## config.mk

```make
export PLATFORM = sky130hd
export DESIGN_NAME = servo_scan_flat
export DESIGN_NICKNAME = d
export VERILOG_FILES = /design/src/rtl/servo_scan_if.sv /design/src/rtl/servo_scan.sv /design/src/flat_wrapper.sv
export SDC_FILE = /design/constraint.sdc
export NUM_CORES = 1
export LEC_CHECK = 0
export BUFFER_PORTS_ARGS = -buffer_cell sky130_fd_sc_hd__buf_2
export CELL_PAD_IN_SITES_DETAIL_PLACEMENT = 0
export CELL_PAD_IN_SITES_GLOBAL_PLACEMENT = 1
export CORE_UTILIZATION = 45
export DETAILED_ROUTE_END_ITERATION = 10
export GPL_ROUTABILITY_DRIVEN = 0
export GPL_TIMING_DRIVEN = 0
export PLACE_DENSITY = 0.83
export SLEW_MARGIN = 25
export SYNTH_ARGS = -nofsm -noshare
export SYNTH_HDL_FRONTEND = slang
export SYNTH_SLANG_ARGS = --single-unit
export TNS_END_PERCENT = 50
```

## constraint.sdc

```tcl
create_clock -name clk -period 3.04 [get_ports clk]
set_input_delay 0.456 -clock clk [delete_from_list [all_inputs] [get_ports clk]]
set_output_delay 0.456 -clock clk [all_outputs]
set_load 0.02 [all_outputs]
```

## src/rtl/servo_scan_if.sv

```systemverilog
// Bundle of the scan controller's control and measurement signals.
// The master side is the scan controller itself (it owns meas_req and the
// reported angle); the slave side is the environment that supplies the
// enable and the ranging unit's completion strobe.
interface servo_scan_if #(
    parameter int POS_LEN = 8
);
    logic               en;
    logic               meas_done;
    logic [POS_LEN-1:0] pos;
    logic               dir;
    logic               meas_req;
    logic [POS_LEN-1:0] angle;
    logic               angle_valid;
    logic               timeout;
    logic               sweep_done;

    modport master (
        input  en,
        input  meas_done,
        output pos,
        output dir,
        output meas_req,
        output angle,
        output angle_valid,
        output timeout,
        output sweep_done
    );

    modport slave (
        output en,
        output meas_done,
        input  pos,
        input  dir,
        input  meas_req,
        input  angle,
        input  angle_valid,
        input  timeout,
        input  sweep_done
    );
endinterface

```

## src/rtl/servo_scan.sv

```systemverilog
// Servo sweep controller: steps the commanded angle back and forth between
// POS_MIN and POS_MAX, lets the servo settle at each angle, then runs one
// request/done handshake with the ranging unit and reports the angle that
// belongs to the completed measurement. Every output comes from a flop.
module servo_scan #(
    parameter int POS_LEN     = 8,
    parameter int POS_MIN     = 0,
    parameter int POS_MAX     = 180,
    parameter int STEP        = 1,
    parameter int CNT_LEN     = 24,
    parameter int SETTLE_CYC  = 5000000,
    parameter int TIMEOUT_CYC = 2500000
) (
    input  logic          clk,
    input  logic          rst,
    servo_scan_if.master  bus
);

    typedef enum logic [1:0] {
        S_IDLE,
        S_SETTLE,
        S_MEAS,
        S_STEP
    } state_t;

    // Position arithmetic uses one extra bit so pos+STEP and pos-STEP can
    // be compared against the end points without wrapping.
    typedef logic [POS_LEN:0] wide_t;

    localparam wide_t               STEP_W      = wide_t'(STEP);
    localparam wide_t               POS_MAX_W   = wide_t'(POS_MAX);
    localparam wide_t               LOW_LIMIT_W = wide_t'(POS_MIN + STEP);
    localparam logic [POS_LEN-1:0]  POS_RESET   = POS_LEN'(POS_MIN);
    localparam logic [CNT_LEN-1:0]  SETTLE_LAST = CNT_LEN'(SETTLE_CYC - 1);
    localparam logic [CNT_LEN-1:0]  MEAS_LAST   = CNT_LEN'(TIMEOUT_CYC - 1);
    localparam logic [CNT_LEN-1:0]  CNT_ONE     = CNT_LEN'(1);

    state_t             state_q, state_d;
    logic [POS_LEN-1:0] pos_q, pos_d;
    logic               dir_q, dir_d;
    logic [POS_LEN-1:0] angle_q, angle_d;
    logic [CNT_LEN-1:0] cnt_q, cnt_d;
    logic               meas_req_q, meas_req_d;
    logic               angle_valid_q, angle_valid_d;
    logic               timeout_q, timeout_d;
    logic               sweep_done_q, sweep_done_d;

    wide_t pos_wide;
    wide_t pos_up;
    wide_t pos_dn;

    assign pos_wide = {1'b0, pos_q};
    assign pos_up   = pos_wide + STEP_W;
    assign pos_dn   = pos_wide - STEP_W;

    // Register bank; reset parks the sweep at POS_MIN heading upward and
    // withdraws any outstanding measurement request immediately.
    always_ff @(posedge clk or posedge rst) begin
        if (rst) begin
            state_q       <= S_IDLE;
            pos_q         <= POS_RESET;
            dir_q         <= 1'b0;
            angle_q       <= '0;
            cnt_q         <= '0;
            meas_req_q    <= 1'b0;
            angle_valid_q <= 1'b0;
            timeout_q     <= 1'b0;
            sweep_done_q  <= 1'b0;
        end else begin
            state_q       <= state_d;
            pos_q         <= pos_d;
            dir_q         <= dir_d;
            angle_q       <= angle_d;
            cnt_q         <= cnt_d;
            meas_req_q    <= meas_req_d;
            angle_valid_q <= angle_valid_d;
            timeout_q     <= timeout_d;
            sweep_done_q  <= sweep_done_d;
        end
    end

    // Next-state and next-output logic for the settle/measure/step cycle.
    always_comb begin
        state_d       = state_q;
        pos_d         = pos_q;
        dir_d         = dir_q;
        angle_d       = angle_q;
        cnt_d         = cnt_q;
        meas_req_d    = 1'b0;
        angle_valid_d = 1'b0;
        timeout_d     = 1'b0;
        sweep_done_d  = 1'b0;

        case (state_q)
            S_IDLE: begin
                if (bus.en) begin
                    state_d = S_SETTLE;
                    cnt_d   = '0;
                end
            end

            S_SETTLE: begin
                if (!bus.en) begin
                    state_d = S_IDLE;
                    cnt_d   = '0;
                end else if (cnt_q == SETTLE_LAST) begin
                    state_d    = S_MEAS;
                    cnt_d      = '0;
                    meas_req_d = 1'b1;
                end else begin
                    cnt_d = cnt_q + CNT_ONE;
                end
            end

            S_MEAS: begin
                // Enable is deliberately ignored so a handshake always
                // completes or times out; done wins over a coincident timeout.
                if (bus.meas_done) begin
                    state_d       = S_STEP;
                    cnt_d         = '0;
                    angle_d       = pos_q;
                    angle_valid_d = 1'b1;
                end else if (cnt_q == MEAS_LAST) begin
                    state_d   = S_STEP;
                    cnt_d     = '0;
                    timeout_d = 1'b1;
                end else begin
                    cnt_d      = cnt_q + CNT_ONE;
                    meas_req_d = 1'b1;
                end
            end

            S_STEP: begin
                // Reversal moves one step back from the end point so each
                // end point is measured once per pass, not twice.
                if (!dir_q) begin
                    if (pos_up <= POS_MAX_W) begin
                        pos_d = pos_up[POS_LEN-1:0];
                    end else begin
                        dir_d        = 1'b1;
                        pos_d        = pos_dn[POS_LEN-1:0];
                        sweep_done_d = 1'b1;
                    end
                end else begin
                    if (pos_wide >= LOW_LIMIT_W) begin
                        pos_d = pos_dn[POS_LEN-1:0];
                    end else begin
                        dir_d        = 1'b0;
                        pos_d        = pos_up[POS_LEN-1:0];
                        sweep_done_d = 1'b1;
                    end
                end
                cnt_d   = '0;
                state_d = bus.en ? S_SETTLE : S_IDLE;
            end

            default: begin
                state_d = S_IDLE;
                cnt_d   = '0;
            end
        endcase
    end

    assign bus.pos         = pos_q;
    assign bus.dir         = dir_q;
    assign bus.meas_req    = meas_req_q;
    assign bus.angle       = angle_q;
    assign bus.angle_valid = angle_valid_q;
    assign bus.timeout     = timeout_q;
    assign bus.sweep_done  = sweep_done_q;

endmodule

```

## src/flat_wrapper.sv

```systemverilog
// flat-port wrapper written by rule: the top's interface ports become plain ports
module servo_scan_flat 
#(
    parameter int POS_LEN     = 8,
    parameter int POS_MIN     = 0,
    parameter int POS_MAX     = 180,
    parameter int STEP        = 1,
    parameter int CNT_LEN     = 24,
    parameter int SETTLE_CYC  = 5000000,
    parameter int TIMEOUT_CYC = 2500000
)
  (clk, rst, bus_en, bus_meas_done, bus_pos, bus_dir, bus_meas_req, bus_angle, bus_angle_valid, bus_timeout, bus_sweep_done);
  servo_scan_if #(.POS_LEN(POS_LEN)) bus_i ();
  input  logic clk;
  input  logic rst;
  input wire logic [$bits(bus_i.en)-1:0] bus_en;
  input wire logic [$bits(bus_i.meas_done)-1:0] bus_meas_done;
  output wire logic [$bits(bus_i.pos)-1:0] bus_pos;
  output wire logic [$bits(bus_i.dir)-1:0] bus_dir;
  output wire logic [$bits(bus_i.meas_req)-1:0] bus_meas_req;
  output wire logic [$bits(bus_i.angle)-1:0] bus_angle;
  output wire logic [$bits(bus_i.angle_valid)-1:0] bus_angle_valid;
  output wire logic [$bits(bus_i.timeout)-1:0] bus_timeout;
  output wire logic [$bits(bus_i.sweep_done)-1:0] bus_sweep_done;
  assign bus_i.en = bus_en;
  assign bus_i.meas_done = bus_meas_done;
  assign bus_pos = bus_i.pos;
  assign bus_dir = bus_i.dir;
  assign bus_meas_req = bus_i.meas_req;
  assign bus_angle = bus_i.angle;
  assign bus_angle_valid = bus_i.angle_valid;
  assign bus_timeout = bus_i.timeout;
  assign bus_sweep_done = bus_i.sweep_done;
  servo_scan #(.POS_LEN(POS_LEN), .POS_MIN(POS_MIN), .POS_MAX(POS_MAX), .STEP(STEP), .CNT_LEN(CNT_LEN), .SETTLE_CYC(SETTLE_CYC), .TIMEOUT_CYC(TIMEOUT_CYC)) u_core (.clk(clk), .rst(rst), .bus(bus_i));
endmodule
```

==> impl_metrics.json <==
{
  "drc_errors": 0,
  "io_buffer_count": 24,
  "power_switching_uw": 789,
  "crit_start": "u_core.cnt_q[17]$_DFFE_PP0P_",
  "final-hold-violation-count": 0,
  "clkLatencyLatePin_ns": 0.29,
  "final_layout_size_suffix_gt1_frac": 0.160,
  "reg2reg_depth": 8,
  "first_pass_iters": 5,
  "yosysTopAreaCell": "dfrtp_1",
  "area_growth_pct": 12.4,
  "grt_start_max_net_pins": 18,
  "irDropWorstVdd_mv": 0.372,
  "grt_pass1_wl_mm": 10.9,
  "io_pins": 25,
  "pwr-share-seq": 0.411,
  "ys_warn_count": 0,
  "path_clk_slew_ns": 0.08,
  "start_kind": "flop",
  "cts_buffer_depth": 2,
  "clock-sinks": 47,
  "first_global_vias": 2199,
  "max-cap-violations": 0,
  "crit_path_end_kind": "flop",
  "ctsHoldBuffers": 0,
  "skew_ns": 0.00662,
  "start_util": 0.481,
  "routed_wl_mm": 6.26,
  "netlist_instances": 294,
  "crit_arrival_ns": 2.64,
  "ys_types": 50,
  "tightest_slew_ns": 0.672,
  "cts-root-buf": "clkbuf_8",
  "min_path_type": "primary input to async pin",
  "rows": 27,
  "powerDensity_nw_per_um2": 630,
  "cts_resized": 0,
  "ys_seq_area_frac": 0.431,
  "internal-power_uw": 1140,
  "synthArstFlopShare": 1.00,
  "combPwrFrac": 0.410,
  "fp.dieW_microns": 79.9,
  "regToRegStartpoint": "u_core.cnt_q[17]$_DFFE_PP0P_",
  "crit_chain": "or4_1 > nor4_1 > a21oi_1 > o21ai_2 > buf_4 > o21ai_0 > nand2_1 > o41ai_1",
  "r2r_slack_ns": 0.57,
  "period_needed_ns": 2.47,
  "cp_slowest_cell": "or4_1",
  "htreeDepth": 2,
  "antenna_found_initial": 0,
  "cts_setup_buffers": 0,
  "leakage_uw": 0.00142,
  "yosys-top-cells-area": "dfrtp_1, o21ai_0, nand2_1",
  "grt_overflow_total": 0,
  "finalSetupViolCount": 0,
  "hpwl_mm": 4.57,
  "syn_area_per_cell_sq_um": 9.28,
  "synth_flop_cell": "dfrtp_1",
  "dieArea_sq_um": 6380,
  "cts_tree": "built",
  "reg2reg_to": "u_core.cnt_q[9]$_DFFE_PP0P_",
  "worstPathMaxFanout": 10,
  "pwr-share-clk": 0.179,
  "track_usage": 0.222,
  "syn-cell-area_sq_um": 2730,
  "critical_path_class": "flop to flop",
  "outcome": "finished clean",
  "viasPerCell": 5.73,
  "cts_made_buffers": 5,
  "drtIter0Drc": 174,
  "final_core_util": 0.540,
  "slowest_delay_ns": 0.54,
  "wl_per_cell_microns": 15.7,
  "tns_ns": 0,
  "slew_viol_final": 0,
  "cp.required_ns": 3.21,
  "ant_nets": 0,
  "fin_crit_sh": 0.812,
  "die_y_microns": 79.9,
  "coreArea_sq_um": 5680,
  "num_vias": 2280,
  "fmax_ghz": 0.405,
  "rsz0062_at_grt": "false",
  "synth-seq-cells": 47,
  "p_sw_frac": 0.408,
  "synth_edf_count": 0,
  "antenna_cells": 0,
  "nets": 340,
  "syn_nets": 307,
  "netlist.area_leader.share": 0.431,
  "relSlewSlack": 0.546
}
cells in the mapped netlist, drive strengths merged (8+ instances only):
cell	count
clkbuf	9
and3	9
o21ai	37
nand3	13
dfrtp	47
inv	10
o31ai	8
mux2i	12
nor2	15
nand4	9
nand2	39
ha	9
layer usage:
metal,routed length [microns],vias to the layer above,global-route usage,share of wire
met2,2790,41,0.336,0.45
li1,-,1132,-,-
met5,0,-,0,0
met4,44,0,0.0429,0.0070
met3,293,5,0.0400,0.047
met1,3120,1102,0.331,0.50
flip-flops by register name (all words and copies together) (netlist names), named ones only:
name	count
u_core.bus.pos	8
u_core.bus.sweep_done	1
u_core.bus.dir	1
u_core.bus.timeout	1
u_core.cnt_q	24
u_core.state_q	1
u_core.bus.meas_req	1
u_core.bus.angle_valid	1
u_core.bus.angle	8
layout by cell type, fill, tap and decap left out, types with 5 or more instances in the layout:
cell type / instances
and3_1: 9
buf_2: 26
clkbuf_1: 10
clkbuf_8: 5
dfrtp_1: 47
ha_1: 9
inv_1: 9
mux2_2: 5
mux2i_1: 12
nand2_1: 39
nand2b_1: 6
nand3_1: 12
nand4_1: 8
nor2_1: 14
nor2b_1: 6
o21ai_0: 32
o31ai_1: 8
xnor2_1: 5
xor2_1: 5
worst max-delay path by stage:
stage	slack [ns]	cells past startpoint	end
after global routing	0.32	7	u_core.bus.pos[5]$_DFFE_PP0P_
after floorplan	0.96	8	u_core.bus.pos[6]$_DFFE_PP0P_
after global placement	0.63	8	u_core.cnt_q[9]$_DFFE_PP0P_
after CTS	0.58	7	u_core.bus.pos[5]$_DFFE_PP0P_
after detailed placement	0.61	8	u_core.cnt_q[6]$_DFFE_PP0P_
final	0.57	8	u_core.cnt_q[9]$_DFFE_PP0P_
critical path, delay by kind of cell, from the launching register on:
kind | cells | cell delay [ns]
buf+inv | 1 | 0.25
simple gates | 3 | 1.05
compound gates | 4 | 0.60
flops | 1 | 0.44
final cells by class:
type | count | area, sq um
Buffer | 14 | 66.3
Tap cell | 72 | 90.1
Multi-Input combinational cell | 223 | 1450
Fill cell | 544 | 2610
Inverter | 10 | 37.5
Timing Repair Buffer | 26 | 175
Sequential cell | 47 | 1180
Clock buffer | 6 | 72.6
metrics by stage:
| step | cell area [sq um] | cells | total power (uW) | hold slack [ns] | setup slack [ns] |
|---|---|---|---|---|---|
| CTS | 3070 | 398 | 1950 | 0.139 | 0.585 |
| global placement | 2940 | 390 | 1580 | 0.458 | 0.627 |
| finish | 3070 | 398 | 1930 | 0.131 | 0.571 |
| detailed placement | 2990 | 392 | 1600 | 0.464 | 0.605 |
| global route | 3070 | 398 | 2080 | 0.159 | 0.317 |
| floorplan | 2730 | 294 | 1350 | 0.467 | 0.965 |
logic make-up (layout without fill, tap and decap cells):
kind of cell,after synthesis,in the layout,share of synthesized area
multiplexers,17,17,0.0647
XOR/XNOR,10,10,0.0321
flip-flops,47,47,0.431
buffers and inverters,24,56,0.0381
AND/OR/NAND/NOR,122,122,0.245
AO/OA/AOI/OAI,65,65,0.148
adder cells (fa/ha/maj),9,9,0.0413
power groups by stage:
stage                     Sequential [uW]  Clock [uW]  Combinational [uW]
final                                 795         345                 791
after global routing                  810         385                 887
after CTS                             796         363                 795
after detailed placement              808           0                 792
after global placement                803           0                 773
after floorplan                       861           0                 493
Note: power is estimated with default switching activity, not from simulation.
